File: src/rtl/music_pkg.sv
// Shared widths, rest code and state encoding
// for the ROM-driven melody sequencer.
package music_pkg;

   localparam int NOTE_W = 8;
   localparam int ADDR_W = 8;

   localparam logic [NOTE_W-1:0] NOTE_REST = '0;

   typedef enum logic [1:0] {
      ST_IDLE,
      ST_FETCH,
      ST_LOAD,
      ST_PLAY
   } seq_state_e;

endpackage

File: src/rtl/music_step_timer.sv
// Counts the PLAY cycles of one melody step; terminal count marks
// the last PLAY cycle so FETCH+LOAD+PLAY spans CYCLES clocks.
module music_step_timer #(
   parameter int CYCLES = 10,
   parameter int W      = $clog2(CYCLES)
) (
   input  logic clk,
   input  logic rst_n,
   input  logic load_i,
   input  logic en_i,
   output logic tc_o
);

   localparam logic [W-1:0] LAST = W'(CYCLES - 3);

   logic [W-1:0] cnt_q;

   always_ff @(posedge clk or negedge rst_n) begin
      if (!rst_n) begin
         cnt_q <= '0;
      end else if (load_i) begin
         cnt_q <= '0;
      end else if (en_i) begin
         cnt_q <= cnt_q + W'(1);
      end
   end

   assign tc_o = (cnt_q == LAST);

endmodule

File: src/rtl/music_sequencer.sv
// Steps through a note ROM at STEP_HZ, feeding a tone generator
// with registered note/note_on plus strobe, playing and done flags.
module music_sequencer
   import music_pkg::*;
#(
   parameter int CLK_HZ  = 48000000,
   parameter int STEP_HZ = 8
) (
   input  logic              clk,
   input  logic              rst_n,
   input  logic              start,
   input  logic              stop,
   input  logic              pause,
   input  logic              loop_en,
   output logic [ADDR_W-1:0] rom_addr,
   input  logic [NOTE_W-1:0] rom_note,
   output logic [NOTE_W-1:0] note,
   output logic              note_on,
   output logic              step_strobe,
   output logic              playing,
   output logic              done
);

   localparam int STEP_CYCLES = CLK_HZ / STEP_HZ;

   if (STEP_CYCLES < 4) begin : g_bad_step
      $error("music_sequencer: STEP_CYCLES must be at least 4");
   end

   seq_state_e        state_q;
   logic [ADDR_W-1:0] addr_q;
   logic [NOTE_W-1:0] note_q;
   logic              note_on_q;
   logic              strobe_q;
   logic              playing_q;
   logic              done_q;
   logic [1:0]        rst_sync_q;
   logic              run_ok;
   logic              tmr_load;
   logic              tmr_en;
   logic              tmr_tc;

   // Reset release is synchronised; the FSM stays idle until it lands.
   always_ff @(posedge clk or negedge rst_n) begin
      if (!rst_n) begin
         rst_sync_q <= '0;
      end else begin
         rst_sync_q <= {rst_sync_q[0], 1'b1};
      end
   end

   assign run_ok   = rst_sync_q[1];
   assign tmr_load = (state_q == ST_LOAD);
   assign tmr_en   = (state_q == ST_PLAY) && !pause;

   music_step_timer #(
      .CYCLES (STEP_CYCLES)
   ) u_timer (
      .clk    (clk),
      .rst_n  (rst_n),
      .load_i (tmr_load),
      .en_i   (tmr_en),
      .tc_o   (tmr_tc)
   );

   always_ff @(posedge clk or negedge rst_n) begin
      if (!rst_n) begin
         state_q   <= ST_IDLE;
         addr_q    <= '0;
         note_q    <= NOTE_REST;
         note_on_q <= 1'b0;
         strobe_q  <= 1'b0;
         playing_q <= 1'b0;
         done_q    <= 1'b0;
      end else begin
         strobe_q <= 1'b0;
         done_q   <= 1'b0;
         if (stop || !run_ok) begin
            state_q   <= ST_IDLE;
            addr_q    <= '0;
            note_q    <= NOTE_REST;
            note_on_q <= 1'b0;
            playing_q <= 1'b0;
         end else if (start) begin
            state_q   <= ST_FETCH;
            addr_q    <= '0;
            note_on_q <= (note_q != NOTE_REST) && !pause;
            playing_q <= 1'b1;
         end else begin
            unique case (state_q)
               ST_IDLE: begin
                  note_on_q <= 1'b0;
                  playing_q <= 1'b0;
               end
               ST_FETCH: begin
                  state_q   <= ST_LOAD;
                  note_on_q <= (note_q != NOTE_REST) && !pause;
                  playing_q <= 1'b1;
               end
               // LOAD always completes so the ROM read is never lost.
               ST_LOAD: begin
                  note_q   <= rom_note;
                  strobe_q <= 1'b1;
                  if (rom_note != NOTE_REST) begin
                     state_q   <= ST_PLAY;
                     note_on_q <= !pause;
                     playing_q <= 1'b1;
                  end else begin
                     note_on_q <= 1'b0;
                     done_q    <= 1'b1;
                     addr_q    <= '0;
                     state_q   <= loop_en ? ST_FETCH : ST_IDLE;
                     playing_q <= loop_en;
                  end
               end
               ST_PLAY: begin
                  note_on_q <= (note_q != NOTE_REST) && !pause;
                  playing_q <= 1'b1;
                  if (!pause && tmr_tc) begin
                     addr_q  <= addr_q + ADDR_W'(1);
                     state_q <= ST_FETCH;
                  end
               end
            endcase
         end
      end
   end

   assign rom_addr    = addr_q;
   assign note        = note_q;
   assign note_on     = note_on_q;
   assign step_strobe = strobe_q;
   assign playing     = playing_q;
   assign done        = done_q;

endmodule

File: config.mk
export PLATFORM = sky130hd
export DESIGN_NAME = music_sequencer
export DESIGN_NICKNAME = d
export VERILOG_FILES = /design/src/rtl/music_pkg.sv /design/src/rtl/music_step_timer.sv /design/src/rtl/music_sequencer.sv
export SDC_FILE = /design/constraint.sdc
export NUM_CORES = 1
export LEC_CHECK = 0
export ABC_AREA = 0
export CAP_MARGIN = 10
export CORE_MARGIN = 2
export CORE_UTILIZATION = 58
export CTS_CLUSTER_DIAMETER = 60
export DETAILED_ROUTE_END_ITERATION = 6
export PLACE_DENSITY = 0.83
export SYNTH_ARGS = -nofsm -noshare
export SYNTH_HDL_FRONTEND = slang
export SYNTH_SLANG_ARGS = --single-unit
File: constraint.sdc
create_clock -name clk -period 3.55 [get_ports clk]
set_input_delay 0.5325 -clock clk [delete_from_list [all_inputs] [get_ports clk]]
set_output_delay 0.5325 -clock clk [all_outputs]
set_load 0.005 [all_outputs]
==> Yosys cells after proc, flatten, opt, wreduce, memory -nomap -nowiden <==
Index checks and enable logic that the tools add are counted.
{ "totals": {"ff_bits": 47, "latch_bits": 0, "ramBits": 0, "rom_bits": 0, "inputBits": 14, "output_inout_bits": 20, "elab_cells": 66, "mem_count": 0} }
{ "op_classes": {"n_addsub": 2, "n_mul": 0, "div_mod_pow": 0, "order_cmp": 0, "eq_ne": 7, "n_shift": 0, "mux": 31, "bitwise_logic": 0, "n_reduce_logical": 17} }
{ "op_table": {"columns": ["cell", "count"], "rows": [
  ["2-to-1 mux 8 bit", 7],
  ["2-to-1 mux 23 bit", 2],
  ["adder 23 x 1 -> 23 bit, second input constant", 1],
  ["equality test 23 bit, second input constant", 1],
  ["case mux 8 bit (2 select lines)", 1],
  ["nonzero test 8 bit", 2],
  ["2-to-1 mux 1 bit", 14],
  ["adder 8 x 1 -> 8 bit, second input constant", 1],
  ["2-to-1 mux 2 bit", 4],
  ["case mux 1 bit (3 select lines)", 2],
  ["case mux 2 bit (3 select lines)", 1],
  ["nonzero test 5 bit", 1],
  ["equality test 2 bit, second input constant", 2],
  ["inequality test 4 x 2 -> 1 bit, second input constant", 1],
  ["inequality test 4 bit, second input constant", 1],
  ["AND reduction 2 bit", 2],
  ["nonzero test 2 bit", 2],
  ["nonzero test 4 bit", 1],
  ["logical AND 1 bit", 3],
  ["AND reduction 3 bit", 1],
  ["equality test 2 x 1 -> 1 bit, second input constant", 1],
  ["logical NOT 1 bit", 2],
  ["logical NOT 2 bit", 1],
  ["inequality test 2 x 1 -> 1 bit, second input constant", 1],
  ["2 further kinds", 2]
]} }

==> Longest topological paths before layout <==
Gate-level depths: netlist (run 1).
{ "logic_depth": {"ltp_word": 6, "depth_mapped": 7, "ltp_nobuf": 7} }

==> Modules after synthesis <==
Synthesis (run 1) repeated with hierarchy kept, for this count alone.
{ "hier_totals": {"hier_cells": 239, "hier_area_um2": 2324.7} }
{ "by_module_without_submodules": {"columns": ["module", "instances", "cells_per_inst", "area_per_inst_um2", "seq_area_each_um2"], "rows": [
  ["music_step_timer", 1, 139, 1273.7, 575.6],
  ["music_sequencer", 1, 100, 1051.0, 600.6]
]} }

==> Least setup slack after synthesis (run 1) <==
Ideal clock, no wire load.
{ "synth_path": {"path_kind": "input-to-reg", "startpoint": "in stop", "endpoint": "reg addr_q[6], in the netlist rom_addr[6]", "setup_time_ps": 103, "arrival_time_ps": 1695, "t_required_ps": 3447, "path_slack_ps": 1751, "cell_stages": 6, "path_buffers": 1, "cell_sequence": "or3b_1 -> clkbuf_1 -> a31o_1 -> a41oi_1 -> o21ai_1 -> o41ai_2"} }
{ "synth_between": {"elab_chain_len": 3, "elab_cells_between_ends": 6, "cone_classes": "eq/ne: 2; mux: 1; reduce/logical: 3"} }
{ "synth_lines": {"columns": ["item", "line_no", "rtl"], "rows": [
  ["start, declared", "music_sequencer.sv:12", "input logic stop,"],
  ["logical OR 1 bit (*)", "music_sequencer.sv:78", "if (stop || !run_ok) begin"],
  ["inequality test 4 bit (no line), or another cell as far along", null, null],
  ["AND reduction 3 bit (no line)", null, null],
  ["end signal, assigned", "music_sequencer.sv:120", "addr_q <= addr_q + ADDR_W'(1);"],
  ["end, declared", "music_sequencer.sv:31", "logic [ADDR_W-1:0] addr_q;"]
]} }
Every way passes the cells marked *; elsewhere a longest branch is shown, timed or not.
A chain may end at the register's enable or synchronous reset.

==> Worst setup path in the final report (run 1) <==
{ "layout_path": {"startpoint": "reg state_q[1]", "endpoint": "reg note_q[3], in the netlist note[3]"} }
{ "layout_between": {"elab_chain_len": 3} }
{ "layout_lines": {"columns": ["item", "line_no", "rtl"], "rows": [
  ["start, declared", "music_sequencer.sv:30", "seq_state_e state_q;"],
  ["start signal, assigned", "music_sequencer.sv:112", "state_q <= loop_en ? ST_FETCH : ST_IDLE;"],
  ["equality test 2 bit", "music_sequencer.sv:90", "unique case (state_q)"],
  ["nonzero test 2 bit (no line)", null, null],
  ["AND reduction 2 bit (no line)", null, null],
  ["end signal, assigned", "music_sequencer.sv:102", "note_q <= rom_note;"],
  ["end, declared", "music_sequencer.sv:32", "logic [NOTE_W-1:0] note_q;"]
]} }
No other way between the ends.

==> out/results.ini, run 1 <==
[clock_tree]
cts_buffers = 5
cts_tree = built
htree_levels = 2
clock_sinks = 47
clkSlewWorstSetupHoldPaths_ns = 0.09
cts_hold_buf = 0
cts_root_buffer = clkbuf_8
ctsLongestPathBuffers = 2
postCtsSetupBuffers = 0
ctsResizeCount = 0
insertion_delay_ns = 0.32

[global_route]
overflow = 0
grt_pass1_wl_mm = 8.169
grt_usage_pct = 24.31
grt_pass1_vias = 1799
grt_max_degree = 48
antenna_found_initial = 0

[floorplanning]
die_area_um2 = 4560
placementRows = 23
die_h_um = 67.53
die_x_um = 67.53
io_pins = 34
start_util_pct = 59.38
coreArea_um2 = 3943

[worst_setup_path]
worstPathCellList = nand2_1 > nor2_1 > a22o_1
crit_buf_inv = 0
cp-start-kind = flip-flop
critPathSlowestCell = dfrtp_1
cpPeakStageDelay_ns = 0.76
endpoint_kind = flip-flop
critical-path-top-delay-family = simple AND/OR/NAND/NOR gates
crit_fanout = 19
required_ns = 3.80
cp.arrival_ns = 2.55
critPathKind = reg2reg

[timing]
hold_viol = 0
rsz0062_at_grt = false
drv_slew = 0
period_minus_slack_ns = 2.295
finalClockSkew_ns = 0.005319
tightestPinTransition_ns = 1.030
setup_viol = 0
fin_ws_ns = 1.255
tns_ns = 0
achievable-frequency_mhz = 435.7
maxSlewHeadroom_pct = 31.35
fin_crit_sh_pct = 64.65

[pwr]
p_sw_share_pct = 24.73
power_frac_comb_pct = 8.1
seqPwrFrac_pct = 54.4
p_sw_w = 0.0002756
internal-power_w = 0.0008385
power_per_cell_area_nw_per_um2 = 396.1
power.share.clock_pct = 37.5
power.leakage_nw = 1.204
power.total_w = 0.001114
ir_worst_vdd_v = 0.0003070

[logic_synthesis]
syn_inst = 230
yosysWarnings = 0
syn_area_per_cell_um2 = 10.18
yosysSeqAreaShare_pct = 50.24
synth_seq_cells = 47
syn_nets = 247
synth_ff_type = dfrtp_1
synth_edf_count = 0
synth_cell_types = 44
synthesis.area_um2 = 2341
synthArstFlopShare_pct = 100.0

[final_layout]
fin_util_pct = 71.34
nNetsFinal = 281
layout-drive-gt1-share_pct = 7.170
most-common-layout-cells = 47 x dfrtp_1, 36 x nand2_1, 32 x clkdlybuf4s50_1
final_common_cell = dfrtp_1
syn_to_final_growth_pct = 20.15
diodes = 0

[placement]
port-buffer-count = 33
place.gp.congestion = 0.8257
post-place-ws_ns = 0.9836
hpwl_mm = 3.391

[route]
wire_per_inst_um = 15.71
drc = 0
drt-initial-drc-count = 149
drt.antenna.violating_nets = 0
first_pass_iters = 4
routed_wl_mm = 4.949
viasPerCell = 6.149
vias = 1937

[outcome]
outcome = completed

[run]
max_cap_viol_count = 0

[hold_path]
hp-class = reg2reg

registers in the layout (all words and copies together) (netlist names), 2 cells and up:
name and cells:
u_timer.cnt_q 23, state_q 2, rom_addr 8, note 8, rst_sync_q 2
worst register-to-register path, cell delays in order (launching register included):
cell	delay, ns
dfrtp_1	0.76
nand2_1	0.60
nor2_1	0.63
a22o_1	0.24
cell families after synthesis:
family / after synthesis / share of synthesized area, %
xor gates and xnor gates: 4 / 1.496
DFF: 47 / 50.24
muxes: 10 / 4.276
and+or+nand+nor: 101 / 24.69
buffers and inverters: 14 / 2.726
adders and majority gates: 3 / 1.604
other: 1 / 0.1602
AOI/OAI and AO/OA: 50 / 14.81
path summary, 6_finish.rpt:
path                               startpoint                 to  slack, ns  cells past startpoint
max in group asynchronous               rst_n  u_timer.cnt_q[13]       2.52                      1
worst max register to register     state_q[1]            note[3]       1.25                      3
worst min-delay path            rst_sync_q[0]      rst_sync_q[1]       0.37                      0
worst max-delay path               state_q[1]            note[3]       1.25                      3
worst min register to register  rst_sync_q[0]      rst_sync_q[1]       0.37                      0
min in group asynchronous               rst_n  u_timer.cnt_q[12]       0.39                      1
synth_stat cells (all sizes together) (7+ instances only):
master  number  area share (%)
o31ai        7             2.2
nand2       37             6.3
nor2        15             2.4
a21oi        7             1.5
dfrtp       47              50
nand4        7             3.2
nor4         7             1.9
o21ai       14             3.0
mux2i       10             4.3
nand3        9             1.9
a22o         8             3.0
inv          8             1.3
power by group through the flow:
stage	logic, W	registers [W]	clock network [W]
floorplan	0.0000553	0.000605	0
global placement	0.0000873	0.000615	0
detailed placement	0.0000916	0.000616	0
CTS	0.0000918	0.000605	0.000418
global route	0.000104	0.000612	0.000443
finish	0.0000906	0.000606	0.000418
routing by layer:
metal  wire, um  global-route usage [%]
met1       2285                   32.20
met2       2314                   37.99
met3        226                   4.167
met4        121                   13.27
met5          0                       0
metrics by stage:
step | hold slack [ns] | std cells | cell area (um2)
2_1_floorplan | 0.2369 | 230 | 2341
3_3_place_gp | 0.3397 | 307 | 2695
3_5_place_dp | 0.3450 | 307 | 2695
5_1_grt | 0.3853 | 315 | 2813
6_report | 0.3665 | 315 | 2813
4_1_cts | 0.3655 | 315 | 2813
area by class of cell:
cell class	instances	area (um2)
inverters	8	30.03
fillers	299	1130
flip-flops and latches	47	1176
repair buffers	33	325.3
clock inverters	2	35.03
multi-input cells	169	1101
well taps	50	62.56
clock buffers	6	82.58
Note: power is estimated with default switching activity, not from simulation.
==> inputs of run 2 (changes only) <==
--- a/config.mk
+++ b/config.mk
@@ -8,10 +8,10 @@
 export ABC_AREA = 0
 export CAP_MARGIN = 10
 export CORE_MARGIN = 2
-export CORE_UTILIZATION = 58
+export CORE_UTILIZATION = 49
 export CTS_CLUSTER_DIAMETER = 60
 export DETAILED_ROUTE_END_ITERATION = 6
-export PLACE_DENSITY = 0.83
+export PLACE_DENSITY = 0.75
 export SYNTH_ARGS = -nofsm -noshare
 export SYNTH_HDL_FRONTEND = slang
 export SYNTH_SLANG_ARGS = --single-unit
==> constraint.sdc (replaced) <==
create_clock -name clk -period 1.9 [get_ports clk]
set_input_delay 0.285 -clock clk [delete_from_list [all_inputs] [get_ports clk]]
set_output_delay 0.285 -clock clk [all_outputs]
set_load 0.005 [all_outputs]
==> run 2 against run 1 <==
Flip-flop and latch count did not move. Utilization fell by 7.7 points. Maximum frequency rose by 26%.
==> out/results.ini, run 2 (synthesized netlist as in run 1, its figures left out) <==
[placement]
placed_area_um2 = 2873
hpwl_mm = 3.735
port-buffer-count = 33
place.gp.congestion = 0.7683
dp_cells = 334

[route]
top_layer_used = met4
wire_per_inst_um = 14.87
drt-initial-drc-count = 111
viasPerCell = 5.733
drc = 0
drt.antenna.violating_nets = 0
dr_wl_met3_um = 205
routed_wl_mm = 5.069
dr_wl_met2_mm = 2.434
vias = 1955
route.layer.met1.wl_mm = 2.341
first_pass_iters = 4

[timing]
fin_crit_sh_pct = 96.09
drv_slew = 0
holdWs_ns = 0.06312
achievable-frequency_mhz = 547.7
tns_ns = 0
tightestPinTransition_ns = 0.5949
rsz0062_at_grt = true
period_minus_slack_ns = 1.826
maxSlewHeadroom_pct = 60.34
hold_viol = 0
setup_viol = 0
finalClockSkew_ns = 0.005836

[worst_setup_path]
critPathKind = reg2reg
crit_fanout = 7
crit_buf_inv = 0
reg2reg_depth = 5
critical-path-top-delay-family = simple AND/OR/NAND/NOR gates
cp-start-kind = flip-flop
endpoint_kind = flip-flop
worstPathCellList = nand4_1 > nor4b_2 > and4_4 > nand4_4 > o41ai_2
critPathSlowestCell = dfrtp_1
required_ns = 2.11
cpPeakStageDelay_ns = 0.40
cp.arrival_ns = 2.03
crit_cells = 5

[floorplanning]
coreArea_um2 = 4661
placementRows = 25
die_x_um = 73.12
io_pins = 34
die_h_um = 73.12
die_area_um2 = 5347
start_util_pct = 50.23

[global_route]
grt_pass1_vias = 1867
grt_pass1_wl_mm = 8.728
grt_max_degree = 48
grt_usage_pct = 21.20
antenna_found_initial = 0
overflow = 0

[final_layout]
fin_util_pct = 63.62
largest_register_ffs = 23
fin_cells = 341
diodes = 0
layout-drive-gt1-share_pct = 14.98
nNetsFinal = 304
syn_to_final_growth_pct = 26.67
final_common_cell = dfrtp_1
top_register = u_timer.cnt_q
stdcell_area_um2 = 2965
fill_cells = 396
most-common-layout-cells = 47 x dfrtp_1, 36 x nand2_1, 32 x clkdlybuf4s50_1

[run]
max_cap_viol_count = 0

[clock_tree]
clkSlewWorstSetupHoldPaths_ns = 0.08
htree_levels = 2
cts_hold_buf = 0
clock_sinks = 47
ctsLongestPathBuffers = 2
cts_root_buffer = clkbuf_8
cts_tree = built
cts_buffers = 5
insertion_delay_ns = 0.30

[pwr]
power.leakage_nw = 1.302
power_per_cell_area_nw_per_um2 = 649.9
ir_worst_vdd_v = 0.0004809

[outcome]
outcome = completed

[hold_path]
hp-class = in2async

## run 2: cell types whose count changed in the layout (fill, tap and decap cells not counted)
cell,delta
nor2_1,-1
and4_1,-1
buf_4,+23
nor2_2,+1
o21ai_1,+1
bufinv_16,-1
o21ai_0,-1
and4_4,+1
## run 2: per-stage QoR
step | worst slack, ns | power, W
final | 0.07424 | 0.001927
after global routing | -0.04842 | 0.002017
after CTS | 0.06014 | 0.001946
after detailed placement | -0.1572 | 0.001341
after global placement | -0.1367 | 0.001331
after floorplan | 0.1517 | 0.001233
## run 2: final timing paths
| check | from | to | slack (ns) |
|---|---|---|---|
| worst max-delay path | u_timer.cnt_q[19] | rom_addr[6] | 0.07 |
| worst max register to register | u_timer.cnt_q[19] | rom_addr[6] | 0.07 |
| worst min register to register | rst_sync_q[0] | rst_sync_q[1] | 0.36 |
| worst min-delay path | rst_n | u_timer.cnt_q[3] | 0.06 |
| max in group asynchronous | rst_n | u_timer.cnt_q[0] | 1.43 |
| min in group clk | rst_sync_q[0] | rst_sync_q[1] | 0.36 |
## run 2: timing repair
action,CTS,global route
buffers inserted,0,0
endpoints found under the setup margin,0,7
gates resized for setup,0,4
## run 2: where the power goes
part / internal [W] / total (W) / switching (W)
Sequential: 0.00106 / 0.00113 / 0.0000654
Combinational: 0.0000927 / 0.000189 / 0.0000968
Clock: 0.000286 / 0.000610 / 0.000324
Total: 0.00144 / 0.00193 / 0.000486
## run 2: final cells by class
cell class                 count  area [um2]  area share [%]
clock inverter                 1       5.005          0.1688
tap                           54       67.56           2.278
sequential                    47        1176           39.66
inverter                       8       30.03           1.013
multi-input combinational    169        1106           37.30
clock buffer                   6       82.58           2.785
timing repair buffer          56       498.0           16.79
## run 2: per-layer routing
metal  global-route usage [%]  vias to the layer above
li1                         -                      963
met1                    28.72                      945
met2                    33.73                       40
met3                    4.420                        7
met4                    7.407                        0
met5                        0                        -
